**config.mk**
```make
export PLATFORM = sky130hd
export DESIGN_NAME = irq_ctrl
export DESIGN_NICKNAME = d
export VERILOG_FILES = /design/src/rtl/irq_ctrl_pkg.sv /design/src/rtl/irq_prio_enc.sv /design/src/rtl/irq_ctrl.sv
export SDC_FILE = /design/constraint.sdc
export NUM_CORES = 1
export LEC_CHECK = 0
export ABC_AREA = 1
export CAP_MARGIN = 0
export CORE_MARGIN = 1
export CORE_UTILIZATION = 45
export CTS_CLUSTER_SIZE = 40
export DETAILED_ROUTE_END_ITERATION = 10
export PLACE_DENSITY = 0.83
export SYNTH_ARGS = -nofsm -noshare
export SYNTH_HDL_FRONTEND = slang
export SYNTH_SLANG_ARGS = --single-unit
```
**constraint.sdc**
```tcl
create_clock -name clk -period 1.48 [get_ports clk]
set_input_delay 0.444 -clock clk [delete_from_list [all_inputs] [get_ports clk]]
set_output_delay 0.444 -clock clk [all_outputs]
set_load 0.01 [all_outputs]
```
**src/rtl/irq_ctrl_pkg.sv**
```systemverilog
// Shared constants for the interrupt controller: register map, FSM encoding
// and the CTRL register bit layout.
package irq_ctrl_pkg;

  localparam logic [1:0] ADDR_MASK = 2'd0;
  localparam logic [1:0] ADDR_PEND = 2'd1;
  localparam logic [1:0] ADDR_CTRL = 2'd2;
  localparam logic [1:0] ADDR_STAT = 2'd3;

  localparam int CTRL_GEN_BIT = 0;

  typedef enum logic [1:0] {
    IDLE = 2'd0,
    REQ  = 2'd1,
    SVC  = 2'd2
  } state_t;

endpackage

```
**src/rtl/irq_prio_enc.sv**
```systemverilog
// Fixed-priority encoder: reports the lowest set index of req (bit 0 wins)
// and whether any bit is set.
module irq_prio_enc #(
  parameter int NSRC = 4,
  parameter int VW   = 2
) (
  input  logic [NSRC-1:0] req,
  output logic [VW-1:0]   idx,
  output logic            any
);

  // Scan from the top down so the lowest set index is the last one written.
  always_comb begin
    idx = {VW{1'b0}};
    for (int i = NSRC - 1; i >= 0; i--) begin
      idx = req[i] ? VW'(i) : idx;
    end
  end

  assign any = |req;

endmodule

```
**src/rtl/irq_ctrl.sv**
```systemverilog
// Interrupt controller: rising-edge latching into PENDING, mask and global
// enable, fixed priority, and an irq/ack/eoi handshake towards the CPU.
module irq_ctrl
  import irq_ctrl_pkg::*;
#(
  parameter int NSRC = 4,
  parameter int DW   = 16,
  parameter int VW   = 2
) (
  input  logic            clk,
  input  logic            rst_n,
  input  logic            cs,
  input  logic            wr,
  input  logic            rd,
  input  logic [1:0]      addr,
  input  logic [DW-1:0]   datain,
  output logic [DW-1:0]   dataout,
  input  logic [NSRC-1:0] src,
  output logic            irq,
  output logic [VW-1:0]   vector,
  input  logic            irq_ack,
  input  logic            eoi
);

  logic [NSRC-1:0] src_q_r;
  logic [NSRC-1:0] pending_r;
  logic [NSRC-1:0] mask_r;
  logic            gen_r;
  state_t          state_r;
  logic            irq_r;
  logic [VW-1:0]   vector_r;
  logic [DW-1:0]   dataout_r;

  logic [NSRC-1:0] edge_s;
  logic [NSRC-1:0] w1c_s;
  logic [NSRC-1:0] ack_clr_s;
  logic [NSRC-1:0] pending_nxt_s;
  logic [NSRC-1:0] req_s;
  logic [VW-1:0]   win_idx_s;
  logic            win_any_s;
  logic            wr_en_s;
  logic            rd_en_s;
  logic            ack_s;
  logic            still_req_s;
  logic [DW-1:0]   rd_data_s;
  logic            unused_s;

  assign wr_en_s     = cs & wr;
  assign rd_en_s     = cs & rd;
  assign edge_s      = src & ~src_q_r;
  assign ack_s       = (state_r == REQ) & irq_ack;
  assign req_s       = gen_r ? (pending_r & mask_r) : {NSRC{1'b0}};
  assign still_req_s = pending_r[vector_r] & mask_r[vector_r] & gen_r;
  assign unused_s    = ^datain;

  irq_prio_enc #(
    .NSRC (NSRC),
    .VW   (VW)
  ) u_prio (
    .req (req_s),
    .idx (win_idx_s),
    .any (win_any_s)
  );

  // Write-1-to-clear mask from the bus.
  always_comb begin
    w1c_s = {NSRC{1'b0}};
    if (wr_en_s && (addr == ADDR_PEND)) begin
      w1c_s = datain[NSRC-1:0];
    end else begin
      w1c_s = {NSRC{1'b0}};
    end
  end

  // Clear of the serviced source when the CPU acknowledges.
  always_comb begin
    ack_clr_s = {NSRC{1'b0}};
    if (ack_s) begin
      ack_clr_s[vector_r] = 1'b1;
    end else begin
      ack_clr_s = {NSRC{1'b0}};
    end
  end

  // A new edge wins over a clear of the same bit in the same cycle.
  assign pending_nxt_s = (pending_r & ~(w1c_s | ack_clr_s)) | edge_s;

  // Read data mux; bits outside each field read as zero.
  always_comb begin
    rd_data_s = {DW{1'b0}};
    case (addr)
      ADDR_MASK: rd_data_s[NSRC-1:0]   = mask_r;
      ADDR_PEND: rd_data_s[NSRC-1:0]   = pending_r;
      ADDR_CTRL: rd_data_s[CTRL_GEN_BIT] = gen_r;
      ADDR_STAT: rd_data_s[VW+1:0]     = {state_r, vector_r};
      default:   rd_data_s = {DW{1'b0}};
    endcase
  end

  // Edge detector, pending, configuration registers and read data.
  always_ff @(posedge clk) begin
    if (!rst_n) begin
      src_q_r   <= src;
      pending_r <= {NSRC{1'b0}};
      mask_r    <= {NSRC{1'b0}};
      gen_r     <= 1'b0;
      dataout_r <= {DW{1'b0}};
    end else begin
      src_q_r   <= src;
      pending_r <= pending_nxt_s;
      if (wr_en_s && (addr == ADDR_MASK)) begin
        mask_r <= datain[NSRC-1:0];
      end else begin
        mask_r <= mask_r;
      end
      if (wr_en_s && (addr == ADDR_CTRL)) begin
        gen_r <= datain[CTRL_GEN_BIT];
      end else begin
        gen_r <= gen_r;
      end
      if (rd_en_s) begin
        dataout_r <= rd_data_s;
      end else begin
        dataout_r <= dataout_r;
      end
    end
  end

  // CPU handshake FSM; vector is frozen from grant until the next grant.
  always_ff @(posedge clk) begin
    if (!rst_n) begin
      state_r  <= IDLE;
      irq_r    <= 1'b0;
      vector_r <= {VW{1'b0}};
    end else begin
      case (state_r)
        IDLE: begin
          if (win_any_s) begin
            state_r  <= REQ;
            irq_r    <= 1'b1;
            vector_r <= win_idx_s;
          end else begin
            state_r  <= IDLE;
            irq_r    <= 1'b0;
          end
        end
        REQ: begin
          if (irq_ack) begin
            state_r <= SVC;
            irq_r   <= 1'b0;
          end else if (!still_req_s) begin
            state_r <= IDLE;
            irq_r   <= 1'b0;
          end else begin
            state_r <= REQ;
            irq_r   <= 1'b1;
          end
        end
        SVC: begin
          irq_r <= 1'b0;
          if (eoi) begin
            state_r <= IDLE;
          end else begin
            state_r <= SVC;
          end
        end
        default: begin
          state_r <= IDLE;
          irq_r   <= 1'b0;
        end
      endcase
    end
  end

  assign dataout = dataout_r;
  assign irq     = irq_r;
  assign vector  = vector_r;

endmodule

```
==> flow_summary_export.csv <==
group,metric,value,unit
status,status,"complete, no violations",
logic_synthesis,synthTopCellsByArea,"sky130_fd_sc_hd__dfxtp_1, sky130_fd_sc_hd__nand2_1, sky130_fd_sc_hd__nand3_1, sky130_fd_sc_hd__buf_4, sky130_fd_sc_hd__nor2_1",
logic_synthesis,post-synth-top-area-cell,"sky130_fd_sc_hd__dfxtp_1",
global_route,first_global_vias,1115,
sta,slew_violations,0,
cts,clock_tree.root_cell,"sky130_fd_sc_hd__clkbuf_4",
floorplan,core_area,2320,sq um
sta,final_period_minus_worst_setup_slack,1.42,ns
detailed_routing,postRouteAntennaNets,0,
global_route,grt_max_degree,12,
logic_synthesis,syn_avg_cell_area,6.75,sq um
logic_synthesis,syn_inst,171,
finish,fin_cells,232,
setup_path,worstPathMaxFanout,4,
placement,placement.setup.worst_slack,-0.241,ns
power_and_ir_drop,power_leakage,0.000690,uW
finish,postLayoutCellArea,1460,sq um
placement,place_area,1450,sq um
finish,nets,235,
placement,hpwlAfterDp,2030,microns
min_path,holdCritPathClass,"reg -> reg",
sta,final_clock_skew,0.00347,ns
floorplan,io_pins,48,
logic_synthesis,yosys.cell_count.top_type,"sky130_fd_sc_hd__nand2_1",
detailed_routing,route.vias.total,1210,
sta,setup_violations,0,
sta,achievable-frequency,0.704,GHz
logic_synthesis,synth_async_sr_flop_share,0,
floorplan,placementRows,17,
detailed_routing,routed_wl,2570,microns
setup_path,cp.required,1.70,ns
logic_synthesis,yosysUniqueCellTypes,20,
sta,whs,0.483,ns
setup_path,criticalPathCategory,"in -> reg",
setup_path,critical_path.endpoint_type,"flop",
finish,syn2layout_area_growth,26.8,%
global_route,first_pass_grt_wire_length,4210,microns
logic_synthesis,synth-edff-count,0,
finish,layout_cell_share_with_drive_strength_beyond_1,0.127,
sta,min_period_over_period,0.959,
finish,layout.core_utilization,0.631,
sta,finalWorstSetupSlack,0.0601,ns
logic_synthesis,postSynth.topFlopCell,"sky130_fd_sc_hd__dfxtp_1",
detailed_routing,drtIter0Drc,31,
placement,placed_cells,229,
global_route,grt_antenna_before_repair,0,
floorplan,dieArea,2770,sq um
floorplan,die_x,52.6,microns
finish,num_antenna_cells,0,
detailed_routing,drc,0,
logic_synthesis,netlist_area,1150,sq um
cts,worst_skew_pair.late_latency,0.31,ns
cts,clk_path_buf_depth,2,
floorplan,initial_utilization,0.498,
cts,clock_sinks,22,
logic_synthesis,synth.top_cells.by_count,"sky130_fd_sc_hd__nand2_1, sky130_fd_sc_hd__nand3_1, sky130_fd_sc_hd__dfxtp_1",
logic_synthesis,synth.yosys.warnings,0,
finish,fillers,224,
cts,cts_tree,"done",
detailed_routing,route.detailed.wl_per_inst,11.1,microns
detailed_routing,firstDrtPassIters,4,
floorplan,die_h,52.6,microns
sta,setup_repair_after_global_routing_missed_its_margin,"false",
setup_path,crit_arrival,1.63,ns
logic_synthesis,ys_seq_elements,22,
setup_path,worstSetupStartpointType,"primary input",
sta,timing_hold_violations_final,0,
power_and_ir_drop,power.density_cell_area,730,nW/um^2
finish,area.sequential,440,sq um
cts,htree_num_levels,1,
placement,portBuffers,23,
placement,gpl.final_weighted_congestion,0.913,
logic_synthesis,synth.top_cell.area_share,0.382,
finish,multi_input_comb_area,581,sq um
cts,path_clk_slew,0.11,ns
global_route,total_grt_usage,0.210,
detailed_routing,vias_per_cell,5.22,
power_and_ir_drop,vdd_drop_max,0.644,mV
flow_run,cap_viol_max_count,0,
logic_synthesis,sequential_share_of_the_synthesized_area,0.382,
cts,cts-buffers-inserted,3,
global_route,global_route.overflow_total,0,
==> worst max-delay path: stages <==
cell	delay, ns
sky130_fd_sc_hd__clkdlybuf4s50_1	0.61
sky130_fd_sc_hd__inv_4	0.09
sky130_fd_sc_hd__nor3_4	0.24
sky130_fd_sc_hd__nand2_1	0.10
sky130_fd_sc_hd__nand3_1	0.09
sky130_fd_sc_hd__a21oi_1	0.06
==> metal layers <==
layer,vias up,wire [microns],global-route usage
met4,0,129,0.127
met5,-,0,0
li1,591,-,-
met1,530,1060,0.231
met2,64,1220,0.369
met3,25,157,0.0348
==> path summary, 6_finish.rpt <==
path | endpoint | slack, ns | cells past startpoint | from
worst max-delay path | pending_r[3] | 0.06 | 6 | addr[0]
worst min-delay path | dataout[1] | 0.48 | 2 | dataout[1]
worst max register to register | pending_r[3] | 0.26 | 6 | state_r[1]
worst min register to register | dataout[1] | 0.48 | 2 | dataout[1]
==> state kept, by name (all words and copies together) (netlist names) <==
| register | flops |
|---|---|
| dataout | 4 |
| state_r | 2 |
| src_q_r | 4 |
| irq | 1 |
| pending_r | 4 |
| vector | 2 |
| mask_r | 4 |
| gen_r | 1 |
==> per-stage QoR <==
stage | total power, uW | TNS [ns]
finish | 1070 | 0
floorplan | 743 | 0
global route | 1120 | 0
CTS | 1080 | 0
global placement | 808 | -2.34
detailed placement | 813 | -2.85
==> report_power, final <==
group	total (uW)	leakage, uW	internal [uW]	switching [uW]
clock network	268	0.0000138	95.2	173
logic	167	0.000496	82.8	84.6
registers	632	0.000180	613	18.9
total	1070	0.000690	791	277
==> area by class of cell <==
type	count	share of cell area
clock buffer	3	0.0154
tap	28	0.0240
multi-input combinational	128	0.397
inverter	17	0.0462
timing repair buffer	34	0.216
sequential	22	0.301
==> cells by family (layout without fill, tap and decap cells) <==
family | after synthesis | after routing | share of synthesized area
flip-flops | 22 | 22 | 0.382
other | 1 | 12 | 0.00325
AO/OA/AOI/OAI | 20 | 20 | 0.101
AND/OR/NAND/NOR | 96 | 96 | 0.363
buffers and inverters | 32 | 54 | 0.151
==> layout by cell type (no fill, tap or decap), drive strengths merged <==
| cell | instances |
|---|---|
| conb | 12 |
| a21oi | 12 |
| dlygate4sd2 | 7 |
| o21ai | 6 |
| dfxtp | 22 |
| clkdlybuf4s50 | 16 |
| nor3 | 3 |
| nand2 | 54 |
| nor2 | 16 |
| buf | 11 |
| inv | 16 |
| clkbuf | 3 |
| o21a | 2 |
| nand3 | 23 |
| clkinv | 1 |
==> timing repair <==
item | 4_1_cts | 5_1_grt
setup buffers | 0 | 0
hold buffers | 0 | 0
gates resized for setup | 7 | 0
endpoints found under the setup margin | 7 | 0
Power figures use the tool's default switching activity.
